`src/rtl/adv_pixel_packer_if.sv`:
```
// adv_pixel_packer_if: decoder byte stream in, packed 32-bit capture FIFO words out.
interface adv_pixel_packer_if;
  logic [7:0]  vid_data;
  logic        vid_vs;
  logic        vid_de;
  logic        fifo_full;
  logic [31:0] word_out;
  logic        word_wr;
  modport master (input vid_data, vid_vs, vid_de, fifo_full, output word_out, word_wr);
  modport slave (output vid_data, vid_vs, vid_de, fifo_full, input word_out, word_wr);
endinterface

```
`src/rtl/adv_pixel_packer.sv`:
```
// adv_pixel_packer: frame-gated packing of ADV decoder bytes into 32-bit FIFO words,
// with line-end flush, line counting and drop accounting.
module adv_pixel_packer #(
  parameter int         LINE_CNT_W     = 11,
  parameter int         DROP_CNT_W     = 16,
  parameter logic [7:0] PAD_BYTE       = 8'h00,
  parameter bit         VS_ACTIVE_HIGH = 1'b1
) (
  input  logic                  pix_clk,
  input  logic                  rst_n,
  input  logic                  capture_en,
  adv_pixel_packer_if.master    bus,
  output logic                  frame_start,
  output logic [LINE_CNT_W-1:0] line_count,
  output logic [DROP_CNT_W-1:0] drop_count,
  output logic                  overflow,
  output logic                  capturing
);
  typedef enum logic [1:0] {IDLE, WAIT_VS, ACTIVE} state_e;
  state_e                state_q, state_d;
  logic [7:0]            data_q;
  logic                  vs_q, de_q, vs_p, de_p, cap_q;
  logic [1:0]            idx_q, idx_d;
  logic [31:0]           wbuf_q, wbuf_d, flush_word;
  logic                  pend_q, pend_d;
  logic [31:0]           pword_q, pword_d, word_q, word_d;
  logic                  wr_q, wr_d, fs_q, fs_d, ov_q, ov_d;
  logic [LINE_CNT_W-1:0] lc_q, lc_d;
  logic [DROP_CNT_W-1:0] dc_q, dc_d;
  logic                  vs_edge, de_fall, active, start, pack, flush, drop, cap_rise;
  assign vs_edge  = VS_ACTIVE_HIGH ? (vs_q && !vs_p) : (!vs_q && vs_p);
  assign de_fall  = de_p && !de_q;
  assign active   = state_q == ACTIVE;
  assign start    = vs_edge && capture_en && state_q != IDLE;
  assign pack     = active && de_q && !vs_edge;
  assign flush    = active && de_fall && idx_q != 2'd0;
  assign drop     = pend_q && bus.fifo_full;
  assign cap_rise = capture_en && !cap_q;
  always_comb begin
    state_d = state_q == IDLE ? (capture_en ? WAIT_VS : IDLE) :
              state_q == WAIT_VS ? (!capture_en ? IDLE : vs_edge ? ACTIVE : WAIT_VS) :
              (vs_edge && !capture_en) ? IDLE : ACTIVE;
    wbuf_d     = wbuf_q;
    flush_word = '0;
    for (int i = 0; i < 4; i++) begin
      if (pack && idx_q == 2'(i)) wbuf_d[31-8*i -: 8] = data_q;
      flush_word[31-8*i -: 8] = (2'(i) < idx_q) ? wbuf_q[31-8*i -: 8] : PAD_BYTE;
    end
    // A VS edge discards the partial word; a line end in the same cycle still flushes first.
    idx_d   = (!active || vs_edge || flush) ? 2'd0 : pack ? idx_q + 2'd1 : idx_q;
    pend_d  = (pack && idx_q == 2'd3) || flush;
    pword_d = flush ? flush_word : {wbuf_q[31:8], data_q};
    lc_d    = start ? '0 : (active && de_fall) ? lc_q + 1'b1 : lc_q;
    fs_d    = start;
    wr_d    = pend_q && !bus.fifo_full;
    word_d  = wr_d ? pword_q : word_q;
    dc_d    = cap_rise ? '0 : (drop && !(&dc_q)) ? dc_q + 1'b1 : dc_q;
    ov_d    = cap_rise ? 1'b0 : ov_q || drop;
  end
  always_ff @(posedge pix_clk or negedge rst_n) begin
    if (!rst_n) begin
      state_q <= IDLE;
      data_q  <= '0;
      vs_q    <= 1'b0;
      de_q    <= 1'b0;
      vs_p    <= 1'b0;
      de_p    <= 1'b0;
      cap_q   <= 1'b0;
      idx_q   <= '0;
      wbuf_q  <= '0;
      pend_q  <= 1'b0;
      pword_q <= '0;
      word_q  <= '0;
      wr_q    <= 1'b0;
      fs_q    <= 1'b0;
      lc_q    <= '0;
      dc_q    <= '0;
      ov_q    <= 1'b0;
    end else begin
      state_q <= state_d;
      data_q  <= bus.vid_data;
      vs_q    <= bus.vid_vs;
      de_q    <= bus.vid_de;
      vs_p    <= vs_q;
      de_p    <= de_q;
      cap_q   <= capture_en;
      idx_q   <= idx_d;
      wbuf_q  <= wbuf_d;
      pend_q  <= pend_d;
      pword_q <= pword_d;
      word_q  <= word_d;
      wr_q    <= wr_d;
      fs_q    <= fs_d;
      lc_q    <= lc_d;
      dc_q    <= dc_d;
      ov_q    <= ov_d;
    end
  end
  assign bus.word_out = word_q;
  assign bus.word_wr  = wr_q;
  assign frame_start  = fs_q;
  assign line_count   = lc_q;
  assign drop_count   = dc_q;
  assign overflow     = ov_q;
  assign capturing    = active;
endmodule

```
`src/flat_wrapper.sv`:
```
// flat-port wrapper written by rule: the top's interface ports become plain ports
module adv_pixel_packer_flat 
#(
  parameter int         LINE_CNT_W     = 11,
  parameter int         DROP_CNT_W     = 16,
  parameter logic [7:0] PAD_BYTE       = 8'h00,
  parameter bit         VS_ACTIVE_HIGH = 1'b1
)
  (pix_clk, rst_n, capture_en, frame_start, line_count, drop_count, overflow, capturing, bus_vid_data, bus_vid_vs, bus_vid_de, bus_fifo_full, bus_word_out, bus_word_wr);
  adv_pixel_packer_if bus_i ();
  input  logic pix_clk;
  input  logic rst_n;
  input  logic capture_en;
  output logic frame_start;
  output logic [LINE_CNT_W-1:0] line_count;
  output logic [DROP_CNT_W-1:0] drop_count;
  output logic overflow;
  output logic capturing;
  input wire logic [$bits(bus_i.vid_data)-1:0] bus_vid_data;
  input wire logic [$bits(bus_i.vid_vs)-1:0] bus_vid_vs;
  input wire logic [$bits(bus_i.vid_de)-1:0] bus_vid_de;
  input wire logic [$bits(bus_i.fifo_full)-1:0] bus_fifo_full;
  output wire logic [$bits(bus_i.word_out)-1:0] bus_word_out;
  output wire logic [$bits(bus_i.word_wr)-1:0] bus_word_wr;
  assign bus_i.vid_data = bus_vid_data;
  assign bus_i.vid_vs = bus_vid_vs;
  assign bus_i.vid_de = bus_vid_de;
  assign bus_i.fifo_full = bus_fifo_full;
  assign bus_word_out = bus_i.word_out;
  assign bus_word_wr = bus_i.word_wr;
  adv_pixel_packer #(.LINE_CNT_W(LINE_CNT_W), .DROP_CNT_W(DROP_CNT_W), .PAD_BYTE(PAD_BYTE), .VS_ACTIVE_HIGH(VS_ACTIVE_HIGH)) u_core (.pix_clk(pix_clk), .rst_n(rst_n), .capture_en(capture_en), .bus(bus_i), .frame_start(frame_start), .line_count(line_count), .drop_count(drop_count), .overflow(overflow), .capturing(capturing));
endmodule
```
`config.mk`:
```
export PLATFORM = sky130hd
export DESIGN_NAME = adv_pixel_packer_flat
export DESIGN_NICKNAME = d
export VERILOG_FILES = /design/src/rtl/adv_pixel_packer_if.sv /design/src/rtl/adv_pixel_packer.sv /design/src/flat_wrapper.sv
export SDC_FILE = /design/constraint.sdc
export NUM_CORES = 1
export LEC_CHECK = 0
export BUFFER_PORTS_ARGS = -buffer_cell sky130_fd_sc_hd__buf_2
export CORE_UTILIZATION = 40
export DETAILED_ROUTE_END_ITERATION = 8
export GPL_ROUTABILITY_DRIVEN = 1
export PLACE_DENSITY_LB_ADDON = 0.1
export SYNTH_ARGS = -nofsm -noshare
export SYNTH_HDL_FRONTEND = slang
export SYNTH_SLANG_ARGS = --single-unit
```
`constraint.sdc`:
```
create_clock -name pix_clk -period 1.65 [get_ports pix_clk]
set_input_delay 0.2475 -clock pix_clk [delete_from_list [all_inputs] [get_ports pix_clk]]
set_output_delay 0.2475 -clock pix_clk [all_outputs]
set_load 0.03 [all_outputs]
```
======== After elaboration in Yosys (flattened, before gate mapping) ========
Cells that the tools add are included.
operators by class
  add/subtract/negate cells ............... 3
  order comparisons ....................... 4
  equality and inequality tests ........... 5
  mux-type cells .......................... 18
  reduce and logical (&&, ||, !) cells .... 37
operators with widths
  operator                                                                     number
  16-bit 2-to-1 mux                                                            2
  32-bit 2-to-1 mux                                                            1
  8-bit 2-to-1 mux                                                             4
  11-bit 2-to-1 mux                                                            2
  1-bit logical AND                                                            17
  16-bit by 1-bit adder with 16-bit output, second input constant              1
  16-bit AND reduction                                                         1
  2-bit 2-to-1 mux                                                             7
  11-bit by 1-bit adder with 11-bit output, second input constant              1
  2-bit nonzero test                                                           5
  1-bit logical NOT                                                            8
  2-bit equality test, second input constant                                   3
  2-bit by 1-bit equality test with 1-bit output, second input constant        2
  2-bit logical NOT                                                            2
  1-bit logical OR                                                             4
  1-bit by 2-bit less-than comparator with 1-bit output, first input constant  2
  2-bit less-than comparator, first input constant                             2
  2-bit by 1-bit adder with 2-bit output, second input constant                1
  1-bit 2-to-1 mux                                                             2
word-level totals
  register bits ........................... 144
  input port bits ......................... 14
  output and inout bits ................... 63
  logic and storage cells ................. 87

======== Depth between registers and ports, before layout ========
Gate-level depths: netlist of run 1.
  depth after elaboration ................. 6
  depth in mapped cells ................... 5

======== Least setup slack after synthesis of run 1 ========
Ideal clock, no wire load.
  path kind ............................... register -> register
  start ................................... reg u_core.state_q[0]
  end ..................................... reg u_core.wbuf_q[10]
  arrival ................................. 1743 ps
  path slack .............................. -218 ps
  cell stages (with the launch flop) ...... 6
  buffers on the path ..................... 1
  period minus slack after synthesis ...... 1868 ps
  cell sequence ........................... dfrtp_1 -> nor2b_1 -> and3_1 -> clkbuf_1 -> nand2_1 -> mux2_2
on the way
  word-level cells in the longest chain between the ends .. 4
RTL lines
  item                            line                    source
  start: declaration              adv_pixel_packer.sv:20  state_e state_q, state_d;
  start signal: assignment        adv_pixel_packer.sv:80  state_q <= state_d;
  2-bit equality test             adv_pixel_packer.sv:33  assign active = state_q == ACTIVE;
  via capturing                   flat_wrapper.sv:18      output logic capturing;
  1-bit logical AND (2 in a row)  adv_pixel_packer.sv:35  assign pack = active && de_q && !vs_edge;
  1-bit logical AND               adv_pixel_packer.sv:46  if (pack && idx_q == 2'(i)) wbuf_d[31-8*i -: 8] = data_q;
  end signal: assignment          adv_pixel_packer.sv:88  wbuf_q <= wbuf_d;
  end: declaration                adv_pixel_packer.sv:24  logic [31:0] wbuf_q, wbuf_d, flush_word;
The timed path passes the listed nets, and every way through them passes these cells.
A chain may end at the register's enable or synchronous reset.

======== Final worst setup path of run 1 ========
  start ................................... reg u_core.dc_q[1] (netlist: u_core.drop_count[1])
  end ..................................... reg u_core.dc_q[9] (netlist: u_core.drop_count[9])
on the way
  word-level cells in the longest chain between the ends .. 4
  elaborated cells between the ends (all ways) .. 7
RTL lines
  item                                                                                              line                    source
  start: declaration                                                                                adv_pixel_packer.sv:29  logic [DROP_CNT_W-1:0] dc_q, dc_d;
  start signal: assignment                                                                          adv_pixel_packer.sv:77  dc_q <= '0;
  start signal: assignment                                                                          adv_pixel_packer.sv:95  dc_q <= dc_d;
  parallel branches: the longest is 4 deep, another holds 16-bit by 1-bit adder with 16-bit output  --
Parallel ways; which one is timed is not known. The select of a mux whose other input is x is not followed.

==> flow_summary_export.csv, run 1 <==
group,metric,value,unit
outcome,status,"finished with violations",
outcome,violations,"negative setup slack",
synth,synth_cell_types,40,
floorplanning,die_area,13600,um2
drt,viasPerCell,4.80,
drt,vias,3405,
cts,cts_tree,"done",
drt,firstDrtPassIters,4,
cts,cts.sinks,136,
drt,drcViolationCount,0,
grt,top_usage_layer,"met2",
sta,period_needed,1.69,ns
cts,clkTransAtPathRegs,0.06,ns
cts,cts_made_buffers,17,
synth,yosysTopAreaCell,"dfrtp_1",
grt,grt_pass1_vias,3444,
cts,clockBufferDepth,2,
grt,grt_pass1_wl,17400,um
power_and_ir_drop,max-vdd-ir-drop,0.689,mV
power_and_ir_drop,p_per_area,1260,nW/um2
sta,grt_setup_unrepaired,"yes",
floorplanning,rows,41,
grt,grt_use_total,0.173,
floorplanning,core,12700,um2
final_layout,final-seq-area,3420,um2
synth,syn_nets,410,
drt,wl,10500,um
sta,final_max_slew_viol_count,0,
power_and_ir_drop,p_clk_frac,0.415,
setup_path,crit_type,"register to register",
synth,ys_warn_count,0,
grt,gr-usage-met2,0.254,
final_layout,nets,547,
synth,syn_area_per_cell,13.5,um2
setup_path,end_kind,"register",
grt,use_met1,0.239,
sta,period_share,1.02,
synth,synth_top_family_by_area,"simple AND/OR/NAND/NOR gates",
sta,relSlewSlack,0.650,
setup_path,cp_slowest_cell,"or4_4",
power_and_ir_drop,p_total,0.00895,W
place,port_buffers,76,
setup_path,cp.required,1.99,ns
place,dpl.hpwl,7170,um
power_and_ir_drop,p_int,0.00669,W
flow_run,maxCapViolations,0,
cts,root_buffer,"clkbuf_16",
grt,grt_remaining_overflow,0,
final_layout,final_layout_size_suffix_gt1_frac,0.463,
final_layout,n_antenna_cell,0,
hold_path,hold_class,"input pin to register",
final_layout,layout_commonest_cell,"dfrtp_1",
synth,ys.flop_type,"dfrtp_1",
synth,ys_seq_elements,136,
final_layout,synthToLayoutAreaGrowth,34.8,%
sta,fin_ws,-0.0410,ns
setup_path,path_cells,"buf_4, nand4_1, or3_4, or4_4, a21oi_2",
power_and_ir_drop,leakagePower,3.50,nW
power_and_ir_drop,p_sw_frac,0.252,
synth,synth_compound_area_frac,0.0444,
floorplanning,ios,77,
power_and_ir_drop,seq_power_share,0.462,
synth,yosys.area_share.simple,0.131,
setup_path,cp.arrival,2.03,ns
grt,antenna_found_initial,0,
place,gp_congestion,0.770,
cts,clock_latency,0.42,ns
sta,setup-violations-final,2,
synth,synth_edf_count,0,
synth,synth_mux_area_frac,0.128,
power_and_ir_drop,pwr-share-comb,0.122,
floorplanning,die_w,117,um
final_layout,final.fill_count,1139,
floorplanning,start_util,0.412,
synth,yosysTopAreaCellShare,0.649,
setup_path,max_stage_delay,0.43,ns
synth,yosys.area_share.xor_xnor,0.0167,
grt,met3_usage,0.0576,
sta,fmax,591,MHz
drt,wl_per_cell,14.9,um
power_and_ir_drop,power.switching,0.00225,W
synth,synthCells,390,
synth,synth_area,5250,um2
setup_path,start_kind,"register",
final_layout,final_cell_mix,"dfrtp_1, buf_2, mux2_2",
synth,synth-async-reset-ratio,1.00,
drt,first_iter_violations,118,
synth,synthAdderAreaFrac,0.0143,
final_layout,multi_input_area,1880,um2
final_layout,utilization,0.556,
synth,synth_sequential_area_ratio,0.649,
sta,finClkSkew,0.00774,ns
floorplanning,die_h,117,um
setup_path,crit_fanout,6,
synth,synth_area_leaders,"dfrtp_1, mux2_2, nor2b_1",
grt,grt_max_degree,54,
cts,htreeDepth,4,
drt,drtAntennaViolNets,0,
sta,final-hold-violation-count,0,
sta,worst_slew_pin_slew,0.525,ns
==> power by group through the flow <==
stage          registers (W)  logic, W  clock network [W]
2_1_floorplan        0.00438  0.000507                  0
3_3_place_gp         0.00417   0.00105                  0
3_5_place_dp         0.00419   0.00108                  0
4_1_cts              0.00414   0.00110            0.00381
5_1_grt              0.00421   0.00120            0.00397
6_report             0.00413   0.00110            0.00372
==> path summary, 6_finish.rpt <==
path	startpoint	to	slack (ns)	cells after the start
min in group asynchronous	rst_n	u_core.pword_q[14]$_DFF_PN0_	0.36	2
worst max register to register	u_core.drop_count[1]$_DFFE_PN0P_	u_core.drop_count[9]$_DFFE_PN0P_	-0.04	5
worst min-delay path	bus_fifo_full	u_core.bus.word_wr$_DFF_PN0_	0.26	3
max in group asynchronous	rst_n	u_core.wbuf_q[14]$_DFFE_PN0P_	0.68	3
worst max-delay path	u_core.drop_count[1]$_DFFE_PN0P_	u_core.drop_count[9]$_DFFE_PN0P_	-0.04	5
worst min register to register	u_core.wbuf_q[30]$_DFFE_PN0P_	u_core.pword_q[30]$_DFF_PN0_	0.37	0
==> routing by layer <==
layer	up-vias	share of wire
met5	-	0
met4	0	0.013
met3	15	0.043
met2	68	0.46
met1	1679	0.49
li1	1643	-
==> cell type report <==
| cell class | count | share of cell area |
|---|---|---|
| clock buffers | 20 | 0.0660 |
| clock inverters | 10 | 0.0172 |
| inverters | 5 | 0.00265 |
| multi-input cells | 232 | 0.265 |
| flip-flops and latches | 136 | 0.484 |
| well taps | 172 | 0.0304 |
| repair buffers | 135 | 0.134 |
==> repair_timing <==
item                                   in CTS  in global routing
pin swaps                                   4                  9
hold buffers                               12                  0
setup endpoints to repair                   5                 14
cloned                                      0                  0
gates resized for setup                     4                 19
endpoints found under the hold margin      59                  0
buffers inserted                            1                  2
==> cell usage after synthesis, types with 2 or more instances <==
library cell and count:
nand2b_1 5, nor2_1 18, nor3_1 4, nand2_1 21
nand4_1 7, or4_1 3, xnor2_1 3, mux2i_1 4
xor2_1 7, and4_1 5, dfrtp_1 136, o31ai_1 6
and3_1 2, nand3_1 9, or3_1 6, o21ai_0 7
inv_1 5, mux2_2 56, clkbuf_1 15, a31oi_1 2
nor4_1 3, a21oi_1 13, ha_1 6, nor2b_1 28
and2_1 4
==> cell families (layout without fill, tap and decap cells) <==
logic type | count (synthesis) | after routing
mux | 60 | 60
xor+xnor | 10 | 10
buf+inv | 22 | 170
flops | 136 | 136
compound gates | 34 | 34
simple gates | 122 | 122
fa+ha+maj | 6 | 6
==> sequential cells by signal, indices dropped and copies added (netlist names) <==
name	cells
u_core.vs_p	1
u_core.pend_q	1
u_core.wbuf_q	24
u_core.frame_start	1
u_core.line_count	11
u_core.vs_q	1
u_core.bus.word_wr	1
u_core.drop_count	16
u_core.overflow	1
u_core.de_q	1
u_core.bus.word_out	32
u_core.state_q	2
u_core.de_p	1
u_core.pword_q	32
u_core.cap_q	1
u_core.idx_q	2
u_core.data_q	8
==> metrics by stage <==
stage	hold WS, ns	setup slack (ns)	instances	setup TNS, ns	area, um2
after floorplan	-0.0481	-0.0229	390	-0.0330	5300
after global placement	0.239	0.0141	665	0	6250
after detailed placement	0.242	-0.0362	665	-0.0494	6250
after CTS	0.240	-0.0363	708	-0.0674	6990
after global routing	0.251	-0.0900	710	-0.343	7070
final	0.255	-0.0410	710	-0.0500	7070
==> critical path: cells and delay by family, from the launching register on <==
family / cells / cell delay [ns]
AO/OA/AOI/OAI: 1 / 0.15
buffers and inverters: 1 / 0.13
flip-flops: 1 / 0.39
AND/OR/NAND/NOR: 3 / 0.95
(Power assumes the default switching activity.)
==> inputs of run 2 (changes only) <==
Settings changed: BUFFER_PORTS_ARGS -buffer_cell sky130_fd_sc_hd__buf_2 to not set, DONT_BUFFER_PORTS set to 1.
==> flow_summary_export.csv, run 2 (synthesis results as in run 1) <==
group,metric,value,unit
drt,viasPerCell,4.99,
drt,firstDrtPassIters,4,
cts,ctsHoldBuffers,11,
cts,htreeDepth,4,
setup_path,r2r-start,"u_core.drop_count[1]$_DFFE_PN0P_",
sta,final_max_slew_viol_count,0,
sta,final-hold-violation-count,136,
setup_path,cp.required,1.99,ns
final_layout,final_cell_mix,"dfrtp_1, mux2_2, buf_4",
setup_path,cp.arrival,2.01,ns
final_layout,final.fill_count,1146,
cts,clock_latency,0.41,ns
sta,fin_ws,-0.0161,ns
sta,period_needed,1.67,ns
floorplanning,die_w,117,um
sta,finClkSkew,0.00724,ns
setup_path,critPathTopFamily,"simple AND/OR/NAND/NOR gates",
setup_path,crit_type,"register to register",
hold_path,hold_class,"input pin to async pin",
setup_path,rrSetupSlack,-0.02,ns
cts,root_buffer,"clkbuf_16",
grt,grt_pass1_wl,16800,um
cts,cts_tree,"done",
sta,fin_setup_tns,-0.0304,ns
floorplanning,start_util,0.412,
cts,clockBufferDepth,2,
sta,hold_ws,-0.468,ns
power_and_ir_drop,max-vdd-ir-drop,0.811,mV
setup_path,critPathBufInv,1,
floorplanning,die_h,117,um
sta,setup-violations-final,2,
cts,cts_made_buffers,17,
sta,period_share,1.01,
power_and_ir_drop,leakagePower,3.11,nW
setup_path,crit_fanout,8,
sta,fmax,600,MHz
floorplanning,rows,41,
sta,relSlewSlack,0.756,
setup_path,r2r_cells,6,
place,gp_congestion,0.758,
sta,worst_slew_pin_slew,0.364,ns
final_layout,synthToLayoutAreaGrowth,27.0,%
drt,vias,3199,
setup_path,path_cells,"ha_4, nand4_1, o41ai_4, buf_4, or4_4, a21oi_2",
setup_path,rr_endpoint,"u_core.drop_count[6]$_DFFE_PN0P_",
grt,grt_use_total,0.168,
floorplanning,die_area,13600,um2
place,dpl.hpwl,6730,um
final_layout,n_antenna_cell,0,
grt,grt_pass1_vias,3277,
final_layout,final_cell_area,6660,um2
drt,drcViolationCount,0,
final_layout,layout_commonest_cell,"dfrtp_1",
outcome,status,"finished with violations",
final_layout,nets,478,
drt,wl,10200,um
setup_path,max_stage_delay,0.47,ns
place,postPlaceCellArea,5880,um2
setup_path,cp_slowest_cell,"or4_4",
sta,grt_setup_unrepaired,"yes",
setup_path,endpoint,"u_core.drop_count[6]$_DFFE_PN0P_",
setup_path,path_depth,6,
final_layout,final_layout_size_suffix_gt1_frac,0.382,
drt,first_iter_violations,124,
grt,antenna_found_initial,0,
drt,drtAntennaViolNets,0,
place,port_buffers,0,
drt,wl_per_cell,15.9,um
floorplanning,ios,77,
grt,grt_remaining_overflow,0,
cts,cts.sinks,136,
floorplanning,core,12700,um2
power_and_ir_drop,p_per_area,1330,nW/um2
grt,grt_max_degree,137,
setup_path,worstSetupStartpoint,"u_core.drop_count[1]$_DFFE_PN0P_",
setup_path,end_kind,"register",
setup_path,start_kind,"register",
outcome,violations,"negative hold slack, negative setup slack",
cts,clkTransAtPathRegs,0.06,ns
flow_run,maxCapViolations,0,
run 2: cell types whose count changed in the layout (fill, tap and decap cells not counted), sizes merged:
cell         before  now
buf             123   55
clkbuf           20   22
clkinvlp          4    3
dlygate4sd3      12   11
clkinv            3    2
inv               6    5
bufinv            2    3
run 2: worst min path at each step:
stage | from | to | slack (ns) | depth (start not counted)
floorplan | rst_n | u_core.bus.word_out[0]$_DFFE_PN0P_ | -0.05 | 0
global placement | rst_n | u_core.bus.word_out[13]$_DFFE_PN0P_ | -0.04 | 0
detailed placement | rst_n | u_core.bus.word_out[13]$_DFFE_PN0P_ | -0.04 | 0
CTS | rst_n | u_core.drop_count[8]$_DFFE_PN0P_ | -0.50 | 0
global route | rst_n | u_core.bus.word_out[13]$_DFFE_PN0P_ | -0.50 | 0
finish | rst_n | u_core.bus.word_out[13]$_DFFE_PN0P_ | -0.47 | 0
run 2: layout make-up:
type                       count  area, um2  share of cell area
inverter                       5       18.8             0.00282
clock inverter                 8        123              0.0184
sequential                   136       3420               0.514
clock buffer                  22        464              0.0697
tap                          172        215              0.0323
timing repair buffer          66        552              0.0828
multi-input combinational    232       1870               0.280
run 2: through the flow:
step                total power (W)  worst slack (ns)  instances   util  hold slack [ns]
floorplan                   0.00488           -0.0229        390      -          -0.0481
detailed placement          0.00511           -0.0506        598  0.462          -0.0442
global placement            0.00508           -0.0334        598  0.462          -0.0444
global route                0.00924            -0.101        641  0.524           -0.496
finish                      0.00884           -0.0161        641  0.524           -0.468
CTS                         0.00895           -0.0187        640  0.518           -0.496
run 2: timing repair:
item,4_1_cts,5_1_grt
gates resized for setup,4,14
endpoints found under the hold margin,149,136
pin swaps,2,3
setup endpoints to repair,12,40
setup buffers,1,1
run 2: power breakdown:
part           total (W)  switching, W  internal (W)  leakage [nW]
logic           0.000768      0.000344      0.000424          1.06
registers        0.00431      0.000436       0.00387          1.77
clock network    0.00377       0.00134       0.00243         0.278
run 2: layer usage:
layer  wire [um]  track usage
met5           0            0
met4         184       0.0821
met3         626       0.0571
met2        4650        0.246
met1        4750        0.222
